--- config.mk ---
export PLATFORM = sky130hd
export DESIGN_NAME = lc3_run_ctrl_flat
export DESIGN_NICKNAME = d
export VERILOG_FILES = /design/src/rtl/lc3_run_ctrl_if.sv /design/src/rtl/lc3_run_ctrl.sv /design/src/flat_wrapper.sv
export SDC_FILE = /design/constraint.sdc
export NUM_CORES = 1
export LEC_CHECK = 0
export CAP_MARGIN = 25
export CORE_UTILIZATION = 40
export CTS_BUF_LIST = sky130_fd_sc_hd__clkbuf_8
export CTS_CLUSTER_SIZE = 12
export DETAILED_ROUTE_END_ITERATION = 8
export PLACE_DENSITY = 0.68
export SETUP_SLACK_MARGIN = 0.1
export SKIP_LAST_GASP = 1
export SYNTH_ARGS = -nofsm -noshare
export SYNTH_HDL_FRONTEND = slang
export SYNTH_SLANG_ARGS = --single-unit
--- constraint.sdc ---
create_clock -name clk -period 3.75 [get_ports clk]
set_input_delay 0.75 -clock clk [delete_from_list [all_inputs] [get_ports clk]]
set_output_delay 0.75 -clock clk [all_outputs]
set_load 0.05 [all_outputs]
--- src/rtl/lc3_run_ctrl_if.sv ---
// Run-controller bus: start/observe signals from the bench or board side and
// run status/statistics back from lc3_run_ctrl. The controller uses the slave
// modport; whoever drives the run uses master.
interface lc3_run_ctrl_if #(
  parameter int unsigned CNT_W       = 32,
  parameter int unsigned TRACE_DEPTH = 8
);
  localparam int unsigned IDX_W = $clog2(TRACE_DEPTH);

  logic             start;
  logic             ir_ld;
  logic [15:0]      ir;
  logic [15:0]      pc;
  logic [IDX_W-1:0] trace_idx;

  logic             core_rst;
  logic             running;
  logic             halted;
  logic             timeout;
  logic [CNT_W-1:0] cycle_cnt;
  logic [CNT_W-1:0] instr_cnt;
  logic [15:0]      trace_pc;

  modport master (
    output start, ir_ld, ir, pc, trace_idx,
    input  core_rst, running, halted, timeout, cycle_cnt, instr_cnt, trace_pc
  );

  modport slave (
    input  start, ir_ld, ir, pc, trace_idx,
    output core_rst, running, halted, timeout, cycle_cnt, instr_cnt, trace_pc
  );
endinterface

--- src/rtl/lc3_run_ctrl.sv ---
// LC-3 run controller: sequences the core reset after start, counts RUN cycles
// and fetched instructions, stops on HALT (F025) or watchdog expiry.
// Optional PC trace buffer is built when LC3_TRACE_EN is defined; otherwise
// trace_pc reads 0.
module lc3_run_ctrl #(
  parameter int unsigned RST_CYCLES     = 4,
  parameter int unsigned TIMEOUT_CYCLES = 100000,
  parameter int unsigned CNT_W          = 32,
  parameter int unsigned TRACE_DEPTH    = 8
) (
  input logic           clk,
  input logic           rst,
  lc3_run_ctrl_if.slave bus
);
  localparam int unsigned RCNT_W   = (RST_CYCLES > 1) ? $clog2(RST_CYCLES) : 1;
  localparam logic [RCNT_W-1:0] RST_LOAD = RCNT_W'(RST_CYCLES - 1);
  // Wraps when TIMEOUT_CYCLES is 0, but WD_EN masks it off in that case.
  localparam logic [CNT_W-1:0]  WD_LAST  = CNT_W'(TIMEOUT_CYCLES - 1);
  localparam bit                WD_EN    = (TIMEOUT_CYCLES != 0);
  localparam logic [15:0]       HALT_OP  = 16'hF025;

  typedef enum logic [1:0] {StIdle, StReset, StRun, StDone} state_e;

  state_e             state_q;
  logic [RCNT_W-1:0]  rst_cnt_q;
  logic               core_rst_q;
  logic               running_q;
  logic               halted_q;
  logic               timeout_q;
  logic [CNT_W-1:0]   cycle_cnt_q;
  logic [CNT_W-1:0]   instr_cnt_q;

  logic halt_hit;
  logic wd_hit;
  logic run_clear;
  logic trace_wr;

  assign halt_hit  = bus.ir_ld && (bus.ir == HALT_OP);
  assign wd_hit    = WD_EN && (cycle_cnt_q == WD_LAST);
  assign run_clear = ((state_q == StIdle) || (state_q == StDone)) && bus.start;
  assign trace_wr  = (state_q == StRun) && bus.ir_ld;

  // Run sequencer with registered status outputs and saturating counters.
  always_ff @(posedge clk or negedge rst) begin
    if (!rst) begin
      state_q     <= StIdle;
      rst_cnt_q   <= '0;
      core_rst_q  <= 1'b0;
      running_q   <= 1'b0;
      halted_q    <= 1'b0;
      timeout_q   <= 1'b0;
      cycle_cnt_q <= '0;
      instr_cnt_q <= '0;
    end else begin
      case (state_q)
        StIdle, StDone: begin
          if (bus.start) begin
            state_q     <= StReset;
            rst_cnt_q   <= RST_LOAD;
            cycle_cnt_q <= '0;
            instr_cnt_q <= '0;
            halted_q    <= 1'b0;
            timeout_q   <= 1'b0;
          end
        end
        StReset: begin
          if (rst_cnt_q == '0) begin
            state_q    <= StRun;
            core_rst_q <= 1'b1;
            running_q  <= 1'b1;
          end else begin
            rst_cnt_q <= rst_cnt_q - 1'b1;
          end
        end
        StRun: begin
          // The terminating cycle and the HALT fetch itself are both counted.
          if (cycle_cnt_q != '1) cycle_cnt_q <= cycle_cnt_q + 1'b1;
          if (bus.ir_ld && (instr_cnt_q != '1)) instr_cnt_q <= instr_cnt_q + 1'b1;
          if (halt_hit) begin
            state_q    <= StDone;
            halted_q   <= 1'b1;
            core_rst_q <= 1'b0;
            running_q  <= 1'b0;
          end else if (wd_hit) begin
            state_q    <= StDone;
            timeout_q  <= 1'b1;
            core_rst_q <= 1'b0;
            running_q  <= 1'b0;
          end
        end
        default: state_q <= StIdle;
      endcase
    end
  end

  assign bus.core_rst  = core_rst_q;
  assign bus.running   = running_q;
  assign bus.halted    = halted_q;
  assign bus.timeout   = timeout_q;
  assign bus.cycle_cnt = cycle_cnt_q;
  assign bus.instr_cnt = instr_cnt_q;

`ifdef LC3_TRACE_EN
  localparam int unsigned IDX_W  = $clog2(TRACE_DEPTH);
  localparam int unsigned FILL_W = IDX_W + 1;
  localparam logic [FILL_W-1:0] FILL_MAX = FILL_W'(TRACE_DEPTH);

  logic [15:0]       trace_mem [TRACE_DEPTH];
  logic [IDX_W-1:0]  wr_ptr_q;
  logic [FILL_W-1:0] fill_q;
  logic [IDX_W-1:0]  rd_ptr;
  logic [15:0]       trace_pc;

  // Write pointer and fill level; fill saturates at depth so stale reads mask to 0.
  always_ff @(posedge clk or negedge rst) begin
    if (!rst) begin
      wr_ptr_q <= '0;
      fill_q   <= '0;
    end else if (run_clear) begin
      wr_ptr_q <= '0;
      fill_q   <= '0;
    end else if (trace_wr) begin
      wr_ptr_q <= wr_ptr_q + 1'b1;
      if (fill_q != FILL_MAX) fill_q <= fill_q + 1'b1;
    end
  end

  // Trace storage; contents beyond the fill level are never visible.
  always_ff @(posedge clk) begin
    if (trace_wr) trace_mem[wr_ptr_q] <= bus.pc;
  end

  // Index 0 is the most recent entry, one behind the write pointer.
  always_comb begin
    rd_ptr   = wr_ptr_q - IDX_W'(1) - bus.trace_idx;
    trace_pc = 16'h0000;
    if ({1'b0, bus.trace_idx} < fill_q) trace_pc = trace_mem[rd_ptr];
  end

  assign bus.trace_pc = trace_pc;
`else
  logic unused_trace;
  assign unused_trace = (^{bus.trace_idx, bus.pc, run_clear, trace_wr}) ^ (TRACE_DEPTH == 0);
  assign bus.trace_pc = 16'h0000;
`endif

endmodule

--- src/flat_wrapper.sv ---
// flat-port wrapper written by rule: the top's interface ports become plain ports
module lc3_run_ctrl_flat 
#(
  parameter int unsigned RST_CYCLES     = 4,
  parameter int unsigned TIMEOUT_CYCLES = 100000,
  parameter int unsigned CNT_W          = 32,
  parameter int unsigned TRACE_DEPTH    = 8
)
  (clk, rst, bus_start, bus_ir_ld, bus_ir, bus_pc, bus_trace_idx, bus_core_rst, bus_running, bus_halted, bus_timeout, bus_cycle_cnt, bus_instr_cnt, bus_trace_pc);
  lc3_run_ctrl_if #(.CNT_W(CNT_W), .TRACE_DEPTH(TRACE_DEPTH)) bus_i ();
  input logic clk;
  input logic rst;
  input wire logic [$bits(bus_i.start)-1:0] bus_start;
  input wire logic [$bits(bus_i.ir_ld)-1:0] bus_ir_ld;
  input wire logic [$bits(bus_i.ir)-1:0] bus_ir;
  input wire logic [$bits(bus_i.pc)-1:0] bus_pc;
  input wire logic [$bits(bus_i.trace_idx)-1:0] bus_trace_idx;
  output wire logic [$bits(bus_i.core_rst)-1:0] bus_core_rst;
  output wire logic [$bits(bus_i.running)-1:0] bus_running;
  output wire logic [$bits(bus_i.halted)-1:0] bus_halted;
  output wire logic [$bits(bus_i.timeout)-1:0] bus_timeout;
  output wire logic [$bits(bus_i.cycle_cnt)-1:0] bus_cycle_cnt;
  output wire logic [$bits(bus_i.instr_cnt)-1:0] bus_instr_cnt;
  output wire logic [$bits(bus_i.trace_pc)-1:0] bus_trace_pc;
  assign bus_i.start = bus_start;
  assign bus_i.ir_ld = bus_ir_ld;
  assign bus_i.ir = bus_ir;
  assign bus_i.pc = bus_pc;
  assign bus_i.trace_idx = bus_trace_idx;
  assign bus_core_rst = bus_i.core_rst;
  assign bus_running = bus_i.running;
  assign bus_halted = bus_i.halted;
  assign bus_timeout = bus_i.timeout;
  assign bus_cycle_cnt = bus_i.cycle_cnt;
  assign bus_instr_cnt = bus_i.instr_cnt;
  assign bus_trace_pc = bus_i.trace_pc;
  lc3_run_ctrl #(.RST_CYCLES(RST_CYCLES), .TIMEOUT_CYCLES(TIMEOUT_CYCLES), .CNT_W(CNT_W), .TRACE_DEPTH(TRACE_DEPTH)) u_core (.clk(clk), .rst(rst), .bus(bus_i));
endmodule
==> flow_summary.ini <==
[status]
status = finished clean

[final_layout]
final_area_um2 = 5780
final_cells = 759
layout_commonest_cell = clkdlybuf4s50_1
final_cell_mix = clkdlybuf4s50_1, dfrtp_1, nand2_1, nand3_1
area_growth_pct = 22.5
drive_above_1_share_pct = 8.12
fin_nets = 657
antenna_cells = 0

[clock_network]
path_clk_slew_ps = 80
postCtsHoldBufs = 0
cts_root_buf = clkbuf_8
cts_resized = 0
cts_buffer_depth = 2
post_cts_buffers = 0
cts_sinks = 71
cts_tree = done
clk_latency_ps = 360
cts-htree-levels = 3
cts_buffers = 9

[sta]
setup_slack_ps = 1010
rsz0062_at_grt = no
min_period_ps = 2740
clock.fmax_ghz = 0.365
tns_ps = 0
setup_viol = 0
hold_viol_final = 0
fin_crit_sh_pct = 73.0
skew_ps = 14.1
slew_headroom_pct = 42.0
worst-slew-pin-transition_ps = 863
final_max_slew_viol_count = 0

[placement]
dp_hpwl_um = 9180
dp.cells = 744
dp_slack_ps = 664
dpl_cell_area_um2 = 5610
place_congestion = 0.828
io_buffers = 87

[logic_synthesis]
ys_types = 75
synth_top_family_by_area = simple AND/OR/NAND/NOR gates
syn_area_per_cell_um2 = 8.85
ys_seq_area_share_pct = 37.7
synth_edf_count = 0
synth_xor_area_share_pct = 0.186
synthTopCellsByArea = dfrtp_1, nand3_1, or4_1
yosysWarningCount = 0
yosys.area_share.adder_pct = 1.59
synthSimpleGateAreaFrac_pct = 30.4
syn-instance-count = 533
yosys_register_bits = 71
synthArstFlopShare_pct = 100
ys.flop_type = dfrtp_1
synthMuxAreaShare_pct = 3.56
synth.top_cell.area_share_pct = 37.7
synth_top_area_cell = dfrtp_1
synth-compound-area-share_pct = 19.7
syn_area_um2 = 4710

[drt]
dr_total_vias = 4612
ant_nets = 0
routed_wirelength_um = 12900
drc_errors = 0
dr.pass1.iters = 5
viasPerCell = 6.08
wire_per_inst_um = 17.0
drtIter0Drc = 286

[power_and_ir_drop]
power.total_uw = 2570
p_per_area_nw_per_um2 = 446
leakage_uw = 0.00220
ir_drop_mv = 0.340

[setup_path]
critPathArrivalTime_ps = 3020
crit_required_ps = 4030
cp-end-kind = flop
reg2reg_from = u_core.bus.cycle_cnt[1]
reg2reg_slack_ps = 1040
reg2reg_depth = 6
startpoint_type = input pin
startpoint = bus_start
critPathMaxFanout = 10
worst_r2r_endpoint = u_core.bus.cycle_cnt[20]
worstSetupEndpoint = u_core.bus.instr_cnt[28]
crit_type = input pin to flop

[global_route]
gr-total-overflow = 0
grt.total_usage_pct = 21.4
grt_pass1_vias = 4388
antenna_found_initial = 0
grt_first_pass_wirelength_um = 21600
grt_max_degree = 45

[floorplan]
die_x_um = 111
floorplan.initialDensity_pct = 41.1
coreArea_um2 = 11500
die-height_um = 111
rows = 39
die_area_um2 = 12200
ioPinCount = 123

[flow_run]
drv_cap = 0

[worst_hold_path]
hold_path.class = input pin to async pin
[state kept, by name, indices dropped and copies added, names as in the netlist]
name                  flops
u_core.rst_cnt_q          2
u_core.bus.timeout        1
u_core.bus.instr_cnt     32
u_core.state_q            2
u_core.bus.halted         1
u_core.bus.core_rst       1
u_core.bus.cycle_cnt     32
[Yosys cell counts (all sizes together), types with 10 or more instances]
cell,count
dfrtp,71
nand3,40
nand2,39
a21oi,36
nor2,31
o21ai,30
buf,28
nand4,22
or4,22
or3,16
nor4,15
clkbuf,14
nor3,14
o211ai,14
o2bb2ai,14
inv,13
mux2i,13
o31ai,12
and3,10
[power breakdown]
group | total (uW) | switching [uW] | leakage (uW) | internal, uW
combinational | 1110 | 776 | 0.00114 | 331
clock | 545 | 312 | 0.0000809 | 234
sequential | 921 | 91.9 | 0.000973 | 829
total | 2570 | 1180 | 0.00220 | 1390
[metrics by stage]
step	hold WS, ps	utilization [%]
finish	419	50.4
detailed placement	484	48.9
global placement	479	48.9
floorplan	454	-
CTS	433	50.4
global route	465	50.4
[cell type report]
cell class	instances	area [um2]
clock buffers	9	124
well taps	143	179
repair buffers	96	933
flip-flops and latches	71	1780
clock inverters	6	38.8
multi-input cells	421	2680
fillers	1096	5690
inverters	13	48.8
[kinds of logic (layout without fill, tap and decap cells)]
| group | Yosys count | count (layout) |
|---|---|---|
| compound gates | 135 | 135 |
| buf+inv | 56 | 124 |
| xor+xnor | 1 | 1 |
| fa+ha+maj | 6 | 6 |
| simple gates | 247 | 247 |
| other cells | 1 | 16 |
| flops | 71 | 71 |
| mux | 16 | 16 |
[worst min path at each step]
stage	start	endpoint	slack [ps]
after detailed placement	u_core.bus.timeout	u_core.bus.timeout	480
after global placement	u_core.bus.timeout	u_core.bus.timeout	480
after global routing	rst	u_core.bus.instr_cnt[24]	470
after floorplan	rst	u_core.bus.core_rst	450
final	rst	u_core.bus.instr_cnt[25]	420
after CTS	rst	u_core.bus.instr_cnt[24]	430
[metal layers]
layer / up-vias / track usage (%) / part of all wire [%]
met3: 14 / 4.61 / 4.4
met2: 122 / 35.9 / 51
li1: 2182 / - / -
met5: - / 0 / 0
met1: 2294 / 27.7 / 44
met4: 0 / 6.22 / 1.3
[critical path: stages]
cell and delay, ps:
clkdlybuf4s50_1 570, mux2_4 270, and2_1 370, nand3_1 340
or4_1 550, a21oi_1 160
Note: power is estimated with default switching activity, not from simulation.
